## config.mk

```make
export PLATFORM = sky130hd
export DESIGN_NAME = fetch_unit
export DESIGN_NICKNAME = d
export VERILOG_FILES = /design/src/rtl/fetch_unit.sv
export SDC_FILE = /design/constraint.sdc
export NUM_CORES = 1
export LEC_CHECK = 0
export BUFFER_PORTS_ARGS = -buffer_cell sky130_fd_sc_hd__buf_2
export CAP_MARGIN = 15
export CORE_UTILIZATION = 49
export DETAILED_ROUTE_END_ITERATION = 8
export PLACE_DENSITY = 0.79
export SLEW_MARGIN = 25
export SYNTH_ARGS = -nofsm -noshare
export SYNTH_HDL_FRONTEND = slang
export SYNTH_SLANG_ARGS = --single-unit
```

## constraint.sdc

```tcl
create_clock -name clk -period 2.6 [get_ports clk]
set_clock_uncertainty 0.2 [all_clocks]
set_input_delay 0.13 -clock clk [delete_from_list [all_inputs] [get_ports clk]]
set_output_delay 0.13 -clock clk [all_outputs]
set_load 0.005 [all_outputs]
```

## src/rtl/fetch_unit.sv

```systemverilog
// hc816 instruction fetch stage: owns the program counter, paces ROM reads by ROM_WAIT
// wait states, and presents each fetched word to the decoder over a valid/ready handshake.
module fetch_unit #(
    parameter int                    ADDR_WIDTH   = 16,
    parameter int                    INST_WIDTH   = 16,
    parameter int unsigned           ROM_WAIT     = 0,
    parameter logic [ADDR_WIDTH-1:0] RESET_VECTOR = '0
) (
    input  logic                  clk,
    input  logic                  reset,
    output logic [ADDR_WIDTH-1:0] rom_Address,
    input  logic [INST_WIDTH-1:0] rom_Data,
    output logic [INST_WIDTH-1:0] inst_out,
    output logic [ADDR_WIDTH-1:0] inst_pc,
    output logic                  inst_valid,
    input  logic                  inst_ready,
    input  logic                  jump_en,
    input  logic [ADDR_WIDTH-1:0] jump_target,
    input  logic                  halt
);

    typedef enum logic [1:0] {
        S_WAIT = 2'd0,
        S_CAPT = 2'd1,
        S_HALT = 2'd2
    } state_t;

    localparam logic [3:0] WAIT_CNT = 4'(ROM_WAIT);

    state_t                  state;
    logic [3:0]              cnt;
    logic [ADDR_WIDTH-1:0]   fpc;
    logic                    free;
    state_t                  entry_state;

    assign rom_Address = fpc;
    assign free        = !inst_valid || inst_ready;
    // Without wait states there is nothing to count, so every (re)start lands in S_CAPT.
    assign entry_state = (ROM_WAIT == 0) ? S_CAPT : S_WAIT;

    // NOTE: all state is assigned with <= so every branch below sees pre-edge values.
    always_ff @(posedge clk or posedge reset) begin
        if (reset) begin
            state      <= entry_state;
            cnt        <= '0;
            fpc        <= RESET_VECTOR;
            inst_out   <= '0;
            inst_pc    <= '0;
            inst_valid <= 1'b0;
        end else if (jump_en) begin
            // Flush wins over everything, including a transfer the decoder is taking.
            fpc        <= jump_target;
            cnt        <= '0;
            inst_valid <= 1'b0;
            state      <= halt ? S_HALT : entry_state;
        end else begin
            if (inst_valid && inst_ready) begin
                inst_valid <= 1'b0;
            end
            if (halt) begin
                state <= S_HALT;
                cnt   <= '0;
            end else begin
                case (state)
                    S_HALT: begin
                        cnt   <= '0;
                        state <= entry_state;
                    end
                    S_WAIT: begin
                        cnt <= cnt + 4'd1;
                        if (4'(cnt + 4'd1) == WAIT_CNT) begin
                            state <= S_CAPT;
                        end
                    end
                    S_CAPT: begin
                        // Not free means a word is parked and unread: hold fpc so ROM stays stable.
                        if (free) begin
                            inst_out   <= rom_Data;
                            inst_pc    <= fpc;
                            inst_valid <= 1'b1;
                            fpc        <= fpc + ADDR_WIDTH'(1);
                            cnt        <= '0;
                            state      <= entry_state;
                        end
                    end
                    default: begin
                        cnt   <= '0;
                        state <= entry_state;
                    end
                endcase
            end
        end
    end

endmodule

```

; ---- Word level (Yosys, flattened, before mapping)
; Index checks and enable logic that the tools add are counted.
[op_classes]
n_addsub = 2
eq_ne = 4
n_mux = 19
bitwise = 2
reduce_logical = 10
[op_table]
columns = op, count
row1 = $mux 16, 4
row2 = $add 16x1->16 const B, 1
row3 = $mux 4, 3
row4 = $mux 2, 5
row5 = $ne 4x4->1 const B, 2
row6 = $pmux 4 s2, 1
row7 = $mux 1, 5
row8 = $add 4x1->4 const B, 1
row9 = $logic_not 4->1, 1
row10 = $pmux 2 s2, 1
row11 = $reduce_and 4->1, 1
row12 = $reduce_bool 2->1, 2
row13 = $reduce_and 3->1, 1
row14 = $eq 2x1->1 const B, 1
row15 = $logic_not 2->1, 1
row16 = $ne 2x2->1 const B, 1
row17 = $not 1->1, 2
row18 = $reduce_and 2->1, 1
row19 = $logic_and 1x1->1, 1
row20 = $logic_not 1->1, 1
row21 = $logic_or 1x1->1, 1
[totals]
register_bits = 55
input_bits = 37
out_inout_bits = 49
elab_cells = 43

; ---- Longest topological paths before layout
[depth]
depth_word = 6
mapped_depth = 5
mapped_depth_nobuf = 5

; ---- Worst setup path before layout
; Ideal clock, no wire load.
[synth_timing]
path_type = register to register
startpoint = reg state[0]
endpoint = reg inst_out[0]
setup_ns = 0.125
t_arrival_ns = 1.707
required_ns = 2.275
path_slack_ns = 0.568
path_stages_with_launch = 6
n_path_buf = 1
synth_period_minus_slack_ns = 2.032
cell_sequence = dfstp_2 -> nor3b_4 -> nand2_1 -> nor2_1 -> buf_2 -> mux2_2
[synth_between]
elab_chain_len = 2
[synth_rtl]
columns = item, line_no
row1 = start: declaration, 30  ; state_t state;
row2 = start signal: assignment, 44  ; state <= entry_state;
row3 = start signal: assignment, 55  ; state <= halt ? S_HALT : entry_state;
row4 = start signal: assignment, 67  ; state <= entry_state;
row5 = $eq 2x1->1, 64  ; case (state)
row6 = $reduce_and 4->1 (no source line), n/a
row7 = end signal: assignment, 78  ; inst_out <= rom_Data;
row8 = end: declaration, 13  ; output logic [INST_WIDTH-1:0] inst_out,
; No other way between the ends.
; A chain may end at the register's enable or synchronous reset.

; ---- Worst setup path after layout
[layout_timing]
startpoint = reg state[0]
endpoint = reg fpc[11], in the netlist rom_Address[11]
[layout_between]
elab_chain_len = 3
[layout_rtl]
columns = item, line_no
row1 = $eq 2x1->1, 64
row2 = $reduce_bool 2->1 (no source line), n/a
row3 = $reduce_and 3->1 (no source line), n/a
row4 = end signal: assignment, 52  ; fpc <= jump_target;
row5 = end signal: assignment, 81  ; fpc <= fpc + ADDR_WIDTH'(1);
row6 = end: declaration, 32  ; logic [ADDR_WIDTH-1:0] fpc;
; No other way between the ends.

==> results_tabular.tex <==
\begin{tabular}{lr}
\hline
Metric & Value \\
\hline
\multicolumn{2}{l}{\textbf{Run status}} \\
Outcome & finished, final reports clean \\
\multicolumn{2}{l}{\textbf{Floorplan}} \\
Row count & 25 \\
Top-Level Pins & 86 \\
Die boundary height & around 72 um \\
Die X-Extent & 72.3 um \\
Overall die area & 5220 um\^{}2 \\
Core Footprint & about 4700 um\^{}2 \\
Effective utilization at floorplan & 0.512 \\
\multicolumn{2}{l}{\textbf{Layout}} \\
Post-layout instance area & 3350 um\^{}2 \\
Layout fillers & 366 \\
Fraction of layout cells with a size suffix above 1 & 0.419 \\
Post-layout nets & $\sim$360 \\
Non-Filler Instances & 389 \\
Area added between synthesis and finish & 38.4\% \\
Final antenna diode count & 0 \\
\multicolumn{2}{l}{\textbf{Critical path}} \\
Crit path capture & rom\_Address[11]\$\_DFFE\_PP0P\_ \\
Peak fanout along the critical path & 12 \\
Worst setup path startpoint & state[0]\$\_DFFE\_PP1P\_ \\
Worst Setup Path Type & reg2reg \\
Terminus of the critical flop-to-flop path & rom\_Address[11]\$\_DFFE\_PP0P\_ \\
Critical Path Sink Type & flip-flop \\
Worst reg2reg path depth & 4 \\
Kind of launch point of the worst setup path & flip-flop \\
Required time reported for the critical path endpoint & between 2 and 3 ns \\
Setup slack of the worst register-to-register path & about 0.36 ns \\
Arrival time at the worst endpoint & 2.27 ns \\
Launch point of the worst reg-to-reg path & state[0]\$\_DFFE\_PP1P\_ \\
\multicolumn{2}{l}{\textbf{Timing}} \\
Worst slew margin relative to its limit & 0.624 \\
Post-route worst hold slack & 0.0210 ns \\
Min cycle time layout & roughly 2.2 ns \\
Slew of the pin with the lowest slew margin & approximately 0.56 ns \\
Post-route setup TNS & 0 ns \\
Unrepaired setup endpoints after global routing & false \\
Maximum clock frequency & 446 MHz \\
Part of the cycle the worst path needs & 0.863 \\
Setup violators final & 0 \\
Number of hold-slack violations in the final timing report & 0 \\
Final slew viol count & 0 \\
\multicolumn{2}{l}{\textbf{Min path}} \\
Path class of the lowest-slack min-delay path & in2reg \\
Hold Crit Depth & 2 \\
Worst min-delay path startpoint & jump\_en \\
\multicolumn{2}{l}{\textbf{Logic synthesis}} \\
Leading area contributor after synthesis & dfrtp\_1 \\
Adder-Cell Fraction of Synth Area & 0.0103 \\
Proportion of synthesized area in mux cells & 0.158 \\
Flip-flop cell with the highest count after synthesis & dfrtp\_1 \\
Netlist Area Pre-Place & 2420 um\^{}2 \\
Largest family of logic cells by synthesized area & multiplexers \\
Compound-Gate Fraction of Synth Area & 0.0802 \\
Synthesized-area fraction occupied by and/or/nand/nor cells & 0.133 \\
Post-synthesis sequential area ratio & 0.570 \\
Unique masters post-synth & 32 \\
Proportion of netlist area held by the largest area contributor & 0.559 \\
Synth Instances & 203 \\
Post-synthesis area per instance & roughly 12 um\^{}2 \\
Largest cells by area after synthesis & dfrtp\_1, mux2\_2, o21ai\_0, a31oi\_1, nand2\_1 \\
FFs w/ async S/R, synth & 1.00 \\
Number of enable-type register cells in the synthesized netlist & 0 \\
Share of the synthesized netlist area taken by xor and xnor gates & 0.0253 \\
Post-synth net total & $\sim$240 \\
Register bit count reported by yosys & 55 \\
Warning count from the yosys run & 0 \\
\multicolumn{2}{l}{\textbf{Clocking}} \\
Clk slew on worst S/H paths & about 0.090 ns \\
Clock latency of the later-clocked register in the worst-skew pair & 0.30 ns \\
Clock H-tree levels & 2 \\
\# Post-CTS Setup Buffers & 0 \\
Sink count of the clock tree & 55 \\
Clock buffers created by TritonCTS & 5 \\
Worst-case clock buffer depth & 2 \\
Root Buffer & clkbuf\_8 \\
CTS tree & built \\
\multicolumn{2}{l}{\textbf{Placed design}} \\
Cell count after placement & 349 \\
Area after DPL & slightly below 3000 um\^{}2 \\
Input/output buffers & between 80 and 90 \\
Estimated wirelength of the detail-placed design & between 3 and 4 mm \\
RD Place Congestion & about 0.76 \\
\multicolumn{2}{l}{\textbf{Drt}} \\
Detailed-route DRC error count & 0 \\
DRT iter0 DRCs & 140 \\
Total routed wirelength & roughly 5.5 mm \\
Total number of vias & $\sim$2000 \\
Antenna viol nets, final & 0 \\
Via count normalized by instance count & between 5 and 6 \\
Number of detailed-route iterations in the first pass & 4 \\
Drt wl/cell & 14.2 um \\
\multicolumn{2}{l}{\textbf{GRT}} \\
Global-route wire length before repair & $\sim$9 mm \\
Via count of the first global-routing pass & between 1500 and 2000 \\
Total routing resource utilization after global routing & 0.221 \\
Largest net degree at the start of global routing & 32 \\
Antenna violations before repair & 0 \\
GR Layer Usage met1 & 0.270 \\
Gr ovfl total & 0 \\
Met3 Use GR & 0.0458 \\
Most heavily used metal layer in global routing & met2 \\
Met2 track demand over resource in global routing & 0.373 \\
\multicolumn{2}{l}{\textbf{Pwr}} \\
Portion of total power attributed to combinational logic & 0.230 \\
Peak supply drop & about 380 uV \\
Power per unit of standard cell area & about 600 nW/um\^{}2 \\
Switch Pwr & between 500 and 600 uW \\
Flop pwr share & 0.552 \\
Cell internal pwr & approximately 1500 uW \\
Net switching fraction of the power & 0.268 \\
Leakage power figure & roughly 0.0015 uW \\
Clk network pwr share & 0.218 \\
\multicolumn{2}{l}{\textbf{Run}} \\
Number of max-capacitance violations reported & 0 \\
\hline
\end{tabular}
-- stage by stage --
step | power [uW] | util | setup WS (ns)
after floorplan | 1320 | - | 0.568
final | 2000 | 0.709 | 0.357
after CTS | 2030 | 0.709 | 0.364
after global placement | 1520 | 0.621 | 0.499
after global routing | 2120 | 0.709 | 0.238
after detailed placement | 1540 | 0.621 | 0.375
-- timing repair --
item | CTS | global route
gates resized for setup | 0 | 0
hold buffers | 34 | 0
hold endpoints to repair | 59 | 0
-- state kept, by name (all words and copies together), names as in the netlist --
name and cells:
state 2, rom_Address 16, inst_pc 16, cnt 4, inst_valid 1, inst_out 16
-- cells in the mapped netlist, drive strengths merged, types with 3 or more instances --
cell type / count
dfrtp: 54
mux2: 33
o21ai: 15
nand2: 13
nor2: 11
a31oi: 10
nand4: 6
or4: 6
clkbuf: 5
inv: 5
nand3: 5
o31ai: 5
buf: 4
or3: 4
xor2: 4
xnor2: 3
-- power groups by stage --
stage / clock [uW] / combinational, uW / sequential, uW
2_1_floorplan: 0 / 190 / 1130
3_3_place_gp: 0 / 411 / 1110
3_5_place_dp: 0 / 423 / 1120
4_1_cts: 464 / 464 / 1100
5_1_grt: 480 / 509 / 1130
6_report: 437 / 461 / 1100
-- layer usage --
layer  vias up  routed length, um
met5         -                  0
met4         0                177
met3        14                224
met2        66               2740
met1       996               2370
li1        970                  -
-- cells by family after synthesis --
kind of cell | after synthesis
compound gates | 33
xor+xnor | 7
fa+ha+maj | 2
buf+inv | 14
flops | 55
mux | 34
simple gates | 58
-- worst min-delay path by stage --
stage | slack [ns] | endpoint
CTS | 0.01 | inst_valid$_DFF_PP0_
finish | 0.02 | inst_valid$_DFF_PP0_
global route | 0.04 | rom_Address[2]$_DFFE_PP0P_
global placement | 0.003 | inst_out[14]$_DFFE_PP0P_
floorplan | -0.04 | state[0]$_DFFE_PP1P_
detailed placement | 0.03 | inst_out[14]$_DFFE_PP0P_
-- area by class of cell --
class                   instances  area (um^2)  share of cell area
flip-flops and latches         55         1380               0.411
multi-input cells             134          991               0.296
repair buffers                122          801               0.239
well taps                      67         83.8              0.0250
clock buffers                   5         68.8              0.0206
inverters                       5         18.8             0.00561
clock inverters                 1         7.51             0.00224
-- cell usage in the layout (no fill, tap or decap), drive strengths merged --
cell type     n
a21oi         2
a22o          1
a31oi        10
and2          2
and4          1
buf          88
clkbuf        5
clkinvlp      1
dfrtp        54
dfstp         1
dlygate4sd3  34
ha            2
inv           5
mux2         33
mux2i         1
nand2        13
nand2b        1
nand3         5
nand4         6
nor2         11
nor2b         1
nor3          2
nor3b         1
nor4          1
nor4b         1
o21ai        15
o31ai         5
or2           2
or3           4
or3b          1
or4           6
xnor2         3
xor2          4
-- worst max-delay path, stage by stage (launching register included) --
cell	delay [ns]
dfstp_2	0.57
nor3b_4	0.26
nand4_1	0.37
or4_1	0.59
a31oi_1	0.19
(Power assumes the default switching activity.)
